## src/rtl/ifu_fetch_ctrl_pkg.sv

```systemverilog
// Shared constants, widths and types for the instruction fetch front end.
// Optional misalignment checking in ifu_fetch_ctrl is enabled by IFU_MISALIGN_CHK_EN.
package ifu_fetch_ctrl_pkg;

  localparam int INST_ADDR_WIDTH = 32;
  localparam int INST_DATA_WIDTH = 32;
  localparam int HOLD_FLAG_WIDTH = 3;

  localparam logic [INST_DATA_WIDTH-1:0] INST_NOP = 32'h0000_0013;
  localparam logic [INST_ADDR_WIDTH-1:0] ZeroWord = 32'h0;

  typedef logic [HOLD_FLAG_WIDTH-1:0] hold_flag_t;
  localparam hold_flag_t Hold_None = 3'd0;
  localparam hold_flag_t Hold_Pc   = 3'd1;
  localparam hold_flag_t Hold_If   = 3'd2;
  localparam hold_flag_t Hold_Id   = 3'd3;

  localparam int IFU_FIFO_DEPTH      = 4;
  localparam int IFU_MAX_OUTSTANDING = 2;

  typedef struct packed {
    logic [INST_ADDR_WIDTH-1:0] addr;
    logic [INST_DATA_WIDTH-1:0] data;
  } fetch_entry_t;

  function automatic logic [INST_ADDR_WIDTH-1:0] align_word(input logic [INST_ADDR_WIDTH-1:0] a);
    return {a[INST_ADDR_WIDTH-1:2], 2'b00};
  endfunction

endpackage

```

## src/rtl/ifu_inst_fifo.sv

```systemverilog
// Synchronous FIFO used both as the prefetch buffer and as the issued-PC tag queue.
// DEPTH must be a power of two >= 2; pointers carry one extra wrap bit.
module ifu_inst_fifo #(
  parameter int WIDTH = 64,
  parameter int DEPTH = 4
) (
  input  logic                     clk,
  input  logic                     rst,
  input  logic                     push,
  input  logic [WIDTH-1:0]         push_data,
  input  logic                     pop,
  input  logic                     flush,
  output logic [WIDTH-1:0]         head,
  output logic [$clog2(DEPTH):0]   count,
  output logic                     empty,
  output logic                     full
);

  localparam int AW = $clog2(DEPTH);
  localparam int PW = AW + 1;

  logic [WIDTH-1:0] mem [DEPTH];
  logic [PW-1:0]    wr_ptr;
  logic [PW-1:0]    rd_ptr;
  logic             do_push;
  logic             do_pop;

  assign count   = wr_ptr - rd_ptr;
  assign empty   = (wr_ptr == rd_ptr);
  assign full    = (count == PW'(DEPTH));
  assign head    = mem[rd_ptr[AW-1:0]];
  assign do_push = push && !full;
  assign do_pop  = pop && !empty;

  always_ff @(posedge clk) begin
    if (rst || flush) begin
      wr_ptr <= '0;
      rd_ptr <= '0;
    end else begin
      if (do_push) wr_ptr <= wr_ptr + PW'(1);
      if (do_pop)  rd_ptr <= rd_ptr + PW'(1);
    end
  end

  // Storage needs no reset: entries are only read between push and pop.
  always_ff @(posedge clk) begin
    if (do_push && !flush) mem[wr_ptr[AW-1:0]] <= push_data;
  end

endmodule

```

## src/rtl/ifu_fetch_ctrl.sv

```systemverilog
// Fetch controller: owns the PC, issues credit-limited requests, buffers responses, handles redirects.
// Define IFU_MISALIGN_CHK_EN to add the sticky misalign_o output that blocks issue on unaligned jumps.
module ifu_fetch_ctrl
  import ifu_fetch_ctrl_pkg::*;
#(
  parameter int                         FIFO_DEPTH      = IFU_FIFO_DEPTH,
  parameter int                         MAX_OUTSTANDING = IFU_MAX_OUTSTANDING,
  parameter logic [INST_ADDR_WIDTH-1:0] RESET_PC        = 32'h0
) (
  input  logic                       clk,
  input  logic                       rst,
  input  logic                       jump_flag_i,
  input  logic [INST_ADDR_WIDTH-1:0] jump_addr_i,
  input  logic [HOLD_FLAG_WIDTH-1:0] hold_flag_i,
  output logic                       req_valid_o,
  output logic [INST_ADDR_WIDTH-1:0] req_addr_o,
  input  logic                       req_ready_i,
  input  logic                       rsp_valid_i,
  input  logic [INST_DATA_WIDTH-1:0] rsp_data_i,
  output logic [INST_DATA_WIDTH-1:0] inst_o,
  output logic [INST_ADDR_WIDTH-1:0] inst_addr_o,
`ifdef IFU_MISALIGN_CHK_EN
  output logic                       misalign_o,
`endif
  output logic                       inst_valid_o
);

  localparam int OW        = $clog2(MAX_OUTSTANDING + 1);
  localparam int CW        = $clog2(FIFO_DEPTH) + 1;
  localparam int TAG_DEPTH = (MAX_OUTSTANDING < 2) ? 2 : (1 << $clog2(MAX_OUTSTANDING));
  localparam int TCW       = $clog2(TAG_DEPTH) + 1;
  localparam int EW        = $bits(fetch_entry_t);

  logic [INST_ADDR_WIDTH-1:0] pc;
  logic [INST_ADDR_WIDTH-1:0] jump_target;
  logic [OW-1:0]              outstanding;
  logic [OW-1:0]              outstanding_nxt;
  logic [OW-1:0]              drop_cnt;
  logic                       issue_block;
  logic                       credit_ok;
  logic                       handshake;
  logic                       rsp_keep;
  logic                       inst_pop;

  logic [EW-1:0]              inst_head_raw;
  fetch_entry_t               inst_head;
  logic [CW-1:0]              inst_count;
  logic                       inst_empty;
  logic                       inst_full;

  logic [INST_ADDR_WIDTH-1:0] tag_head;
  logic [TCW-1:0]             tag_count;
  logic                       tag_empty;
  logic                       tag_full;

`ifdef IFU_MISALIGN_CHK_EN
  logic misalign;

  assign jump_target = jump_addr_i;
  assign issue_block = misalign;
  assign misalign_o  = misalign;

  always_ff @(posedge clk) begin
    if (rst)              misalign <= 1'b0;
    else if (jump_flag_i) misalign <= (jump_addr_i[1:0] != 2'b00);
  end
`else
  assign jump_target = align_word(jump_addr_i);
  assign issue_block = 1'b0;
`endif

  // Count in-flight requests against both limits so every response is guaranteed a FIFO slot.
  assign credit_ok = (int'(outstanding) < MAX_OUTSTANDING) &&
                     (int'(outstanding) + int'(inst_count) < FIFO_DEPTH);

  assign req_valid_o     = !rst && !jump_flag_i && !issue_block && credit_ok;
  assign req_addr_o      = pc;
  assign handshake       = req_valid_o && req_ready_i;
  assign outstanding_nxt = outstanding + OW'(handshake) - OW'(rsp_valid_i);

  assign rsp_keep     = rsp_valid_i && (drop_cnt == '0) && !jump_flag_i;
  assign inst_valid_o = !inst_empty;
  assign inst_pop     = inst_valid_o && (hold_flag_i < Hold_If) && !jump_flag_i;
  assign inst_head    = fetch_entry_t'(inst_head_raw);
  assign inst_o       = inst_empty ? INST_NOP : inst_head.data;
  assign inst_addr_o  = inst_empty ? ZeroWord : inst_head.addr;

  ifu_inst_fifo #(
    .WIDTH (EW),
    .DEPTH (FIFO_DEPTH)
  ) u_inst_fifo (
    .clk       (clk),
    .rst       (rst),
    .push      (rsp_keep),
    .push_data ({tag_head, rsp_data_i}),
    .pop       (inst_pop),
    .flush     (jump_flag_i),
    .head      (inst_head_raw),
    .count     (inst_count),
    .empty     (inst_empty),
    .full      (inst_full)
  );

  // Tag queue pops on every response, stale or not, so it always tracks the memory's order.
  ifu_inst_fifo #(
    .WIDTH (INST_ADDR_WIDTH),
    .DEPTH (TAG_DEPTH)
  ) u_tag_fifo (
    .clk       (clk),
    .rst       (rst),
    .push      (handshake),
    .push_data (pc),
    .pop       (rsp_valid_i),
    .flush     (1'b0),
    .head      (tag_head),
    .count     (tag_count),
    .empty     (tag_empty),
    .full      (tag_full)
  );

  always_ff @(posedge clk) begin
    if (rst) begin
      pc          <= RESET_PC;
      outstanding <= '0;
      drop_cnt    <= '0;
    end else begin
      outstanding <= outstanding_nxt;
      if (jump_flag_i) begin
        pc       <= jump_target;
        drop_cnt <= outstanding_nxt;
      end else begin
        if (handshake) pc <= pc + 32'd4;
        if (rsp_valid_i && (drop_cnt != '0)) drop_cnt <= drop_cnt - OW'(1);
      end
    end
  end

  always_ff @(posedge clk) begin
    if (!rst) begin
      assert (!(rsp_keep && inst_full));
      assert (!(rsp_valid_i && tag_empty));
      assert (!(handshake && tag_full));
      assert (int'(outstanding) == int'(tag_count));
    end
  end

endmodule
```

## config.mk

```make
export PLATFORM = sky130hd
export DESIGN_NAME = ifu_fetch_ctrl
export DESIGN_NICKNAME = d
export VERILOG_FILES = /design/src/rtl/ifu_fetch_ctrl_pkg.sv /design/src/rtl/ifu_inst_fifo.sv /design/src/rtl/ifu_fetch_ctrl.sv
export SDC_FILE = /design/constraint.sdc
export NUM_CORES = 1
export LEC_CHECK = 0
export ABC_AREA = 1
export BUFFER_PORTS_ARGS = -buffer_cell sky130_fd_sc_hd__buf_2
export CAP_MARGIN = 40
export CORE_MARGIN = 2
export CORE_UTILIZATION = 50
export CTS_BUF_LIST = sky130_fd_sc_hd__clkbuf_4
export DETAILED_ROUTE_END_ITERATION = 16
export GPL_TIMING_DRIVEN = 1
export PLACE_DENSITY = 0.78
export SKIP_LAST_GASP = 1
export SYNTH_ARGS = -nofsm -noshare
export SYNTH_HDL_FRONTEND = slang
export SYNTH_SLANG_ARGS = --single-unit
export TNS_END_PERCENT = 5
```

## constraint.sdc

```tcl
create_clock -name clk -period 9.3 [get_ports clk]
set_input_delay 1.86 -clock clk [delete_from_list [all_inputs] [get_ports clk]]
set_output_delay 1.86 -clock clk [all_outputs]
set_load 0.1 [all_outputs]
```

==> out/metrics.csv, run 1 <==
metric;value;unit
Post-Syn Instances;1338;
Yosys reg bits;355;
Total GRT Usage;21.2;%
Mean Syn Cell Area;11.1;µm²
Least-Margin Pin Slew;0.915;ns
setup TNS;0;ns
Synth-to-Final Area Change;15.8;%
Seq pwr share;52.8;%
# Post-CTS Setup Buffers;0;
Post-synth EDFFs;308;
area occupied by multi-input gates;4190;µm²
worst r2r src;u_inst_fifo.wr_ptr[0];
HP Class;reg2reg;
Fin. Hold Viols;0;
Max Buffers Root-to-Sink;3;
post-cts gate resize count;0;
# rows;63;
sequential area share after synthesis;68.6;%
Core ar.;29500;µm²
post-route minimum period;5.53;ns
Initial Util;50.4;%
Clock Sinks;355;
vias in the first global route;10169;
crit path launch type;flop;
CP max FO;63;
status;completed;
CTS tree;built;
Lkg Pwr;6.50;nW
clk_skew;0.0407;ns
crit path capture;inst_addr_o[20];
CTS Buf Count;86;
Port Buffer Count;162;
Async SR Flop Fraction;0;%
Distinct cells, synth;34;
buffer and inverter count on the worst path;4;
final worst path period share;59.4;%
Detailed Routing Iterations Pass 1;5;
Crit path top cell by count;buf_4;
htree depth;3;
Synth warnings;0;
Slew Viols, Final;0;
Avg WL per Cell;16.4;µm
Die Area;31100;µm²
initial antenna violation count;2;
r2r setup slk;5.50;ns
clk_lat worst skew;0.71;ns
WL final;32700;µm
post-synth top area share;62.2;%
Max stage delay on crit path;0.64;ns
maximum vdd drop;0.000102;V
Pint;2.51;mW
cell area after synthesis;14900;µm²
Setup-failing EPs final;0;
clock-pin slew on the worst setup and hold paths;0.07;ns
Pwr Density;200;nW/µm²
Routed Antenna Nets;0;
Hold Slack;0.499;ns
Sw Pwr;0.930;mW
Residual DRC;0;
WP depth;7;
Final GP Congestion;0.944;
Detailed Place HPWL;19000;µm
vias per cell;5.23;
Inst Count DP;1841;
Post-Layout Cell Count;1997;
leading area contributor after synthesis;edfxtp_1;
pin count of the biggest net entering global routing;88;
hold bufs inserted after CTS;0;
Req. time, crit path;7.44;ns
RSZ-0062 raised after global routing;false;
Initial DRC Count;1044;
endpoint class of the critical path;primary output;
fmax;181;MHz
total gr overflow;0;
Rel. slew slack;39.0;%
post-layout util;58.4;%
IO Count;170;
worst path cell trace;buf_4 > inv_2 > buf_4 > nor2_1 > o21ai_0 > a21oi_1 > buf_2;
r2r endpoint;u_tag_fifo.mem[0][5];
share of total power in combinational logic;11.3;%
root buf cell;clkbuf_4;
WP data arrival;3.67;ns
Sw Share;27.0;%
first-pass GRT wire length;51200;µm
filler instances;2386;
FF-to-FF path depth;12;
die width;176;µm
slowest CP cell;buf_4;
routed vias;10448;
MaxCap Viol Count;0;
top_reg_cell synth;edfxtp_1;
Die H;176;µm
top post-synthesis cells by area;edfxtp_1, nor2_1, dfxtp_1, o21ai_0, nand2_1;
Seq. cell area;10200;µm²
layout cells sized above 1;22.6;%
clock share of power;36.0;%
WS Path Type;reg2out;
fin nets;1624;
delay-heaviest family, CP;buffers and inverters;
[worst register-to-register path, cell delays in order, from the launching register on]
cell and delay [ns]:
dfxtp_1 0.37, inv_1 0.11, ha_1 0.19, inv_1 0.06, fa_1 0.45, ha_1 0.30
nand2_1 0.06, nor2_1 0.06, nor2_4 0.13, nand3_4 0.30, inv_2 0.44, nand2_1 0.23
nor2_4 0.71
[layout by cell type (no fill, tap or decap), types with 6 or more instances in the layout]
master and n:
a21oi_1 97, buf_2 162, buf_4 11, clkbuf_4 118
clkinv_1 25, clkinv_2 6, dfxtp_1 45, edfxtp_1 308
ha_1 12, inv_1 49, mux2_2 30, nand2_1 172
nand3_1 36, nand3b_1 10, nor2_1 317, nor2_4 7
o21ai_0 136, xnor2_1 8, xor2_1 8
[worst min path at each step]
stage,start,endpoint,slack (ns),cells after the start
after floorplan,u_tag_fifo.rd_ptr[1],u_tag_fifo.rd_ptr[1],0.45,2
after global placement,u_tag_fifo.rd_ptr[1],u_tag_fifo.rd_ptr[1],0.47,2
after detailed placement,u_tag_fifo.rd_ptr[1],u_tag_fifo.rd_ptr[1],0.48,2
after CTS,u_tag_fifo.rd_ptr[1],u_tag_fifo.rd_ptr[1],0.50,2
after global routing,u_tag_fifo.rd_ptr[1],u_tag_fifo.rd_ptr[1],0.51,2
final,u_tag_fifo.rd_ptr[1],u_tag_fifo.rd_ptr[1],0.50,2
[area by class of cell]
type	count	area share, %
clock buffers	118	5.15
clock inverters	36	1.20
inverters	54	1.19
multi-input cells	864	24.4
repair buffers	178	5.99
flip-flops and latches	355	59.2
well taps	390	2.84
diodes	2	0.0291
[per-stage QoR]
stage	cell area [µm²]	worst slack [ns]	power, mW
finish	17200	3.77	3.44
global placement	16000	4.20	2.23
global route	17200	3.59	3.59
CTS	17200	3.68	3.47
floorplan	14900	3.08	2.15
detailed placement	16100	4.18	2.24
[Yosys cell counts (10+ instances only)]
| library cell | number |
|---|---|
| nand3_1 | 36 |
| a21oi_1 | 97 |
| dfxtp_1 | 47 |
| inv_1 | 49 |
| buf_2 | 17 |
| clkbuf_1 | 40 |
| o21ai_0 | 136 |
| edfxtp_1 | 308 |
| nand3b_1 | 10 |
| nor2_1 | 323 |
| ha_1 | 12 |
| mux2_2 | 30 |
| nand2_1 | 172 |
[kinds of logic (layout without fill, tap and decap cells)]
logic type | Yosys count | in the layout | share of synthesized area [%]
AOI/OAI and AO/OA | 240 | 240 | 8.25
xor gates and xnor gates | 16 | 16 | 0.943
adders and majority gates | 13 | 13 | 1.14
buffers and inverters | 122 | 386 | 3.59
DFF | 355 | 355 | 68.6
muxes | 30 | 30 | 2.27
other | 1 | 6 | 0.0252
and+or+nand+nor | 561 | 561 | 15.2
[layer usage]
| metal | vias to the layer above | track usage [%] | share of wire, % |
|---|---|---|---|
| met3 | 81 | 4.91 | 8.7 |
| li1 | 5071 | - | - |
| met1 | 4831 | 26.6 | 40 |
| met5 | - | 0 | 0 |
| met4 | 0 | 8.78 | 2.8 |
| met2 | 465 | 35.7 | 48 |
[registers in the layout, indices dropped and copies added (netlist names), named ones only]
register            flops
u_inst_fifo.wr_ptr      3
req_addr_o             30
u_tag_fifo.mem         60
u_tag_fifo.rd_ptr       2
u_tag_fifo.wr_ptr       2
outstanding             2
u_inst_fifo.mem       248
drop_cnt                2
u_inst_fifo.rd_ptr      3
[power by group through the flow]
stage	Clock (mW)	Sequential, mW	Combinational (mW)
after global placement	0	1.85	0.378
after detailed placement	0	1.85	0.387
final	1.24	1.82	0.388
after global routing	1.36	1.82	0.415
after CTS	1.27	1.82	0.389
after floorplan	0	1.90	0.247
Note: power is estimated with default switching activity, not from simulation.
==> run 2, diff against run 1 <==
- ABC_AREA: 1 -> 0
- PLACE_DENSITY: 0.78 -> 0.81
- clock period: 9.3 -> 4.6 ns (I/O delays scaled with it)
==> out/metrics.csv, run 2 <==
metric;value;unit;change
status;completed;;unchanged
Seq pwr share;50.6;%;was 52.8%
WS Path Type;reg2out;;unchanged
first-pass GRT wire length;45100;µm;was 51,200 µm
hold bufs inserted after CTS;0;;unchanged
HP Class;in2reg;;was reg2reg
slowest CP cell;fa_1;;was buf_4
Fin. Hold Viols;0;;unchanged
max reg flops;248;;unchanged
MaxCap Viol Count;0;;unchanged
sequential area share after synthesis;72.1;%;was 68.6%
fin nets;1134;;was 1,624
post-cts gate resize count;0;;unchanged
Pwr Density;430;nW/µm²;was 200 nW/µm²
Least-Margin Pin Slew;0.807;ns;was 0.915 ns
Detailed Place HPWL;18100;µm;was 19,000 µm
Setup-failing EPs final;0;;unchanged
post-route minimum period;3.93;ns;
Total GRT Usage;20.0;%;was 21.2%
Routed Antenna Nets;0;;unchanged
Async SR Flop Fraction;0;%;unchanged
Sw Pwr;1.75;mW;was 0.930 mW
fmax;255;MHz;
Slew Viols, Final;0;;unchanged
Distinct cells, synth;49;;was 34
clk_lat worst skew;0.69;ns;was 0.71 ns
Clock Sinks;355;;unchanged
Final GP Congestion;0.893;;was 0.944
commonest non-fill, non-tap cell in the layout;edfxtp_1;;was nor2_1
RSZ-0062 raised after global routing;false;;unchanged
Pint;5.47;mW;was 2.51 mW
post-synth top area share;65.4;%;was 62.2%
total gr overflow;0;;unchanged
maximum vdd drop;0.000217;V;was 0.000102 V
Die Area;29600;µm²;was 31,100 µm²
Post-Layout Cell Count;1497;;was 1,997
routed vias;8199;;was 10,448
Die H;172;µm;was 176 µm
Mean Syn Cell Area;17.3;µm²;was 11.1 µm²
vias per cell;5.48;;was 5.23
Post-Syn Instances;817;;was 1,338
Synth-to-Final Area Change;18.7;%;was 15.8%
WP data arrival;3.01;ns;was 3.67 ns
Post-synth EDFFs;308;;unchanged
Sw Share;24.3;%;was 27.0%
Hold Slack;0.443;ns;was 0.499 ns
top_reg_cell synth;edfxtp_1;;unchanged
worst path cell trace;inv_1 > ha_1 > inv_1 > fa_1 > ha_1 > nor4_1 > and3_1 > buf_2;;was buf_4 > inv_2 > buf_4 > nor2_1 > o21ai_0 > a21oi_1 > buf_2
root buf cell;clkbuf_4;;unchanged
Inst Count DP;1334;;was 1,841
# rows;61;;was 63
Max stage delay on crit path;0.43;ns;was 0.64 ns
top post-synthesis cells by area;edfxtp_1, mux4_2, dfxtp_1, and2_1, mux2_2;;was edfxtp_1, nor2_1, dfxtp_1, o21ai_0, nand2_1
clock-pin slew on the worst setup and hold paths;0.07;ns;about the same
CP max FO;4;;was 63
Rel. slew slack;45.7;%;was 39.0%
commonest non-fill, non-tap cells in the layout;edfxtp_1, buf_2, clkbuf_4;;was nor2_1, edfxtp_1, nand2_1
cell area after synthesis;14100;µm²;was 14,900 µm²
clk_skew;0.0358;ns;was 0.0407 ns
Synth top cells by count;edfxtp_1, and2_1, mux4_2;;was nor2_1, edfxtp_1, nand2_1
IO Count;170;;unchanged
vias in the first global route;8531;;was 10,169
htree depth;3;;unchanged
Avg WL per Cell;19.4;µm;was 16.4 µm
pin count of the biggest net entering global routing;46;;was 88
endpoint class of the critical path;primary output;;unchanged
Detailed Routing Iterations Pass 1;7;;was 5
Residual DRC;0;;unchanged
post-layout util;60.4;%;was 58.4%
share of total power in combinational logic;8.5;%;was 11.3%
Req. time, crit path;3.68;ns;was 7.44 ns
layout cells sized above 1;39.2;%;was 22.6%
CTS Buf Count;91;;was 86
initial antenna violation count;2;;unchanged
Core ar.;27800;µm²;was 29,500 µm²
CTS tree;built;;unchanged
Max Buffers Root-to-Sink;3;;unchanged
# Post-CTS Setup Buffers;0;;unchanged
Lkg Pwr;5.97;nW;was 6.50 nW
most numerous cell in the Yosys netlist;edfxtp_1;;was nor2_1
setup TNS;0;ns;unchanged
Synth warnings;0;;unchanged
clock share of power;40.8;%;was 36.0%
Initial DRC Count;696;;was 1,044
Initial Util;50.9;%;was 50.4%
Port Buffer Count;162;;unchanged
leading area contributor after synthesis;edfxtp_1;;unchanged
WL final;29100;µm;was 32,700 µm
Yosys reg bits;355;;unchanged
final worst path period share;85.4;%;
crit path launch type;flop;;unchanged
die width;172;µm;was 176 µm
run 2: power groups by stage:
stage	clock, mW	sequential, mW	combinational, mW
floorplan	0	3.82	0.360
global placement	0	3.72	0.605
detailed placement	0	3.72	0.619
CTS	3.04	3.66	0.621
global route	3.19	3.66	0.654
finish	2.95	3.66	0.616
run 2: per-layer routing:
| layer | global-route usage, % | share of wire, % | vias up |
|---|---|---|---|
| li1 | - | - | 3712 |
| met1 | 25.7 | 41 | 4068 |
| met2 | 33.5 | 49 | 374 |
| met3 | 4.44 | 7.7 | 45 |
| met4 | 7.60 | 1.7 | 0 |
| met5 | 0 | 0 | - |
run 2: kinds of logic after synthesis:
family	synth area share, %
simple gates	7.88
compound gates	3.34
other cells	0.0265
flops	72.1
mux	12.5
buf+inv	1.80
xor+xnor	1.16
fa+ha+maj	1.20
run 2: metrics by stage:
stage	power, mW	instance area (µm²)	worst slack, ns
2_1_floorplan	4.18	14100	0.0502
3_5_place_dp	4.34	15500	1.05
6_report	7.22	16800	0.673
3_3_place_gp	4.32	15400	1.13
5_1_grt	7.51	16800	0.440
4_1_cts	7.31	16800	0.596
run 2: critical path, delay by kind of cell, from the launching register on:
kind	cells	cell delay, ns
fa+ha+maj	3	0.81
buf+inv	3	0.58
flops	1	0.40
simple gates	2	0.52
run 2: final cells by class:
cell class	count	area, µm²
timing repair buffer	178	1030
clock buffer	139	1040
fill	2169	11000
clock inverter	23	256
inverter	16	60.1
multi-input combinational	407	3720
tap	378	473
antenna	1	2.50
sequential	355	10200
run 2: worst paths after layout:
path	startpoint	to	slack, ns	cells after the start
setup / recovery	u_inst_fifo.wr_ptr[0]	req_valid_o	0.67	8
hold / removal	rsp_data_i[0]	u_inst_fifo.mem[3][0]	0.44	1
setup reg to reg	u_inst_fifo.wr_ptr[0]	drop_cnt[1]	1.06	17
hold reg to reg	u_tag_fifo.wr_ptr[1]	u_tag_fifo.rd_ptr[1]	0.54	2
==> run 3, diff against run 2 <==
- CORE_UTILIZATION: 50 -> 45
- PLACE_DENSITY: 0.81 -> 0.75
==> out/metrics.csv, run 3 (synthesis results as in run 2) <==
metric;value;unit;change
WP data arrival;3.19;ns;was 3.01 ns
Avg WL per Cell;19.6;µm;was 19.4 µm
Rel. slew slack;44.9;%;was 45.7%
post-cts gate resize count;0;;unchanged
initial antenna violation count;3;;was 2
pin count of the biggest net entering global routing;42;;was 46
WL final;29700;µm;was 29,100 µm
crit path launch type;flop;;unchanged
Port Buffer Count;162;;unchanged
Core ar.;30700;µm²;was 27,800 µm²
IO Count;170;;unchanged
hold depth;1;;unchanged
placed cell area;15500;µm²;about the same
clk_lat worst skew;0.72;ns;was 0.69 ns
Least-Margin Pin Slew;0.819;ns;was 0.807 ns
Fin. Hold Viols;0;;unchanged
CTS Buf Count;91;;unchanged
clk_skew;0.0590;ns;was 0.0358 ns
Lkg Pwr;5.88;nW;was 5.97 nW
Req. time, crit path;3.68;ns;about the same
# rows;64;;was 61
die width;181;µm;was 172 µm
fmax;243;MHz;was 255 MHz
FF-to-FF path depth;16;;was 17
Die H;181;µm;was 172 µm
total gr overflow;0;;unchanged
MaxCap Viol Count;0;;unchanged
root buf cell;clkbuf_4;;unchanged
r2r setup slk;1.22;ns;was 1.06 ns
Routed Antenna Nets;0;;unchanged
slowest CP cell;inv_2;;was fa_1
Die Area;32800;µm²;was 29,600 µm²
layout cells sized above 1;38.0;%;was 39.2%
routed vias;8172;;was 8,199
Seq. cell area;10200;µm²;unchanged
clock-pin slew on the worst setup and hold paths;0.08;ns;was 0.07 ns
vias per cell;5.38;;was 5.48
Initial DRC Count;659;;was 696
max reg flops;248;;unchanged
endpoint class of the critical path;primary output;;unchanged
fin area;16600;µm²;was 16,800 µm²
Setup-failing EPs final;0;;unchanged
worst path cell trace;inv_1 > ha_1 > and3_1 > inv_2 > buf_4 > and2_1 > buf_2;;was inv_1 > ha_1 > inv_1 > fa_1 > ha_1 > nor4_1 > and3_1 > buf_2
Total GRT Usage;18.5;%;was 20.0%
first-pass GRT wire length;46400;µm;was 45,100 µm
htree depth;3;;unchanged
Max Buffers Root-to-Sink;3;;unchanged
post-layout util;54.1;%;was 60.4%
vias in the first global route;8388;;was 8,531
Pwr Density;412;nW/µm²;was 430 nW/µm²
commonest non-fill, non-tap cell in the layout;edfxtp_1;;unchanged
Synth-to-Final Area Change;17.7;%;was 18.7%
HP Class;in2reg;;unchanged
filler instances;2503;;was 2,169
post-route minimum period;4.11;ns;was 3.93 ns
Max stage delay on crit path;0.50;ns;was 0.43 ns
commonest non-fill, non-tap cells in the layout;edfxtp_1, buf_2, clkbuf_4;;unchanged
final worst path period share;89.3;%;was 85.4%
CP max FO;31;;was 4
Final GP Congestion;0.861;;was 0.893
area occupied by multi-input gates;3720;µm²;unchanged
Detailed Routing Iterations Pass 1;5;;was 7
WS Path Type;reg2out;;unchanged
maximum vdd drop;0.000231;V;was 0.000217 V
WHS Endpoint;u_inst_fifo.mem[0][15];;was u_inst_fifo.mem[3][0]
Initial Util;46.0;%;was 50.9%
hold bufs inserted after CTS;0;;unchanged
fin nets;1135;;was 1,134
Slew Viols, Final;0;;unchanged
setup TNS;0;ns;unchanged
CTS tree;built;;unchanged
status;completed;;unchanged
Clock Sinks;355;;unchanged
r2r endpoint;drop_cnt[1];;unchanged
Residual DRC;0;;unchanged
Hold Slack;0.419;ns;was 0.443 ns
RSZ-0062 raised after global routing;false;;unchanged
hold path start;rsp_data_i[15];;was rsp_data_i[0]
Detailed Place HPWL;18300;µm;was 18,100 µm
# Post-CTS Setup Buffers;0;;unchanged
worst r2r src;u_inst_fifo.wr_ptr[0];;unchanged
-- run 3: worst max path at each step --
stage | from | endpoint | slack [ns] | cells after the start
after floorplan | u_inst_fifo.wr_ptr[0] | u_tag_fifo.mem[0][10] | 0.05 | 10
after global placement | u_inst_fifo.wr_ptr[0] | inst_addr_o[29] | 1.23 | 7
after detailed placement | u_inst_fifo.wr_ptr[0] | inst_addr_o[25] | 1.16 | 7
after CTS | u_inst_fifo.wr_ptr[0] | inst_addr_o[25] | 0.37 | 7
after global routing | u_inst_fifo.wr_ptr[0] | inst_addr_o[27] | 0.22 | 7
final | u_inst_fifo.wr_ptr[0] | inst_addr_o[25] | 0.49 | 7
-- run 3: metrics by stage --
stage | cells | setup slack (ns) | power, mW
5_1_grt | 1519 | 0.218 | 7.18
2_1_floorplan | 820 | 0.0502 | 4.18
4_1_cts | 1518 | 0.370 | 6.96
3_5_place_dp | 1353 | 1.16 | 4.35
3_3_place_gp | 1352 | 1.23 | 4.33
6_report | 1519 | 0.492 | 6.86
-- run 3: area by class of cell --
class | count | area share, %
inverter | 16 | 0.361
timing repair buffer | 179 | 6.14
clock inverter | 37 | 1.12
tap | 396 | 2.98
multi-input combinational | 407 | 22.3
clock buffer | 128 | 5.77
antenna | 1 | 0.0150
sequential | 355 | 61.3
-- run 3: where the power goes --
group | switching (mW) | total [mW] | internal, mW
Combinational | 0.460 | 0.616 | 0.156
Sequential | 0.0608 | 3.66 | 3.60
Clock | 1.24 | 2.58 | 1.35
-- run 3: worst max-delay path: cells and delay by family (launching register included) --
| kind | cells | cell delay, ns |
|---|---|---|
| flops | 1 | 0.40 |
| fa+ha+maj | 1 | 0.33 |
| simple gates | 2 | 0.42 |
| buf+inv | 4 | 1.35 |
-- run 3: layer usage --
metal / global-route usage (%) / vias up / wire length (µm)
met3: 4.84 / 52 / 2340
met5: 0 / - / 0
met1: 24.8 / 4042 / 12800
met2: 29.4 / 353 / 14000
met4: 6.31 / 0 / 588
li1: - / 3725 / -
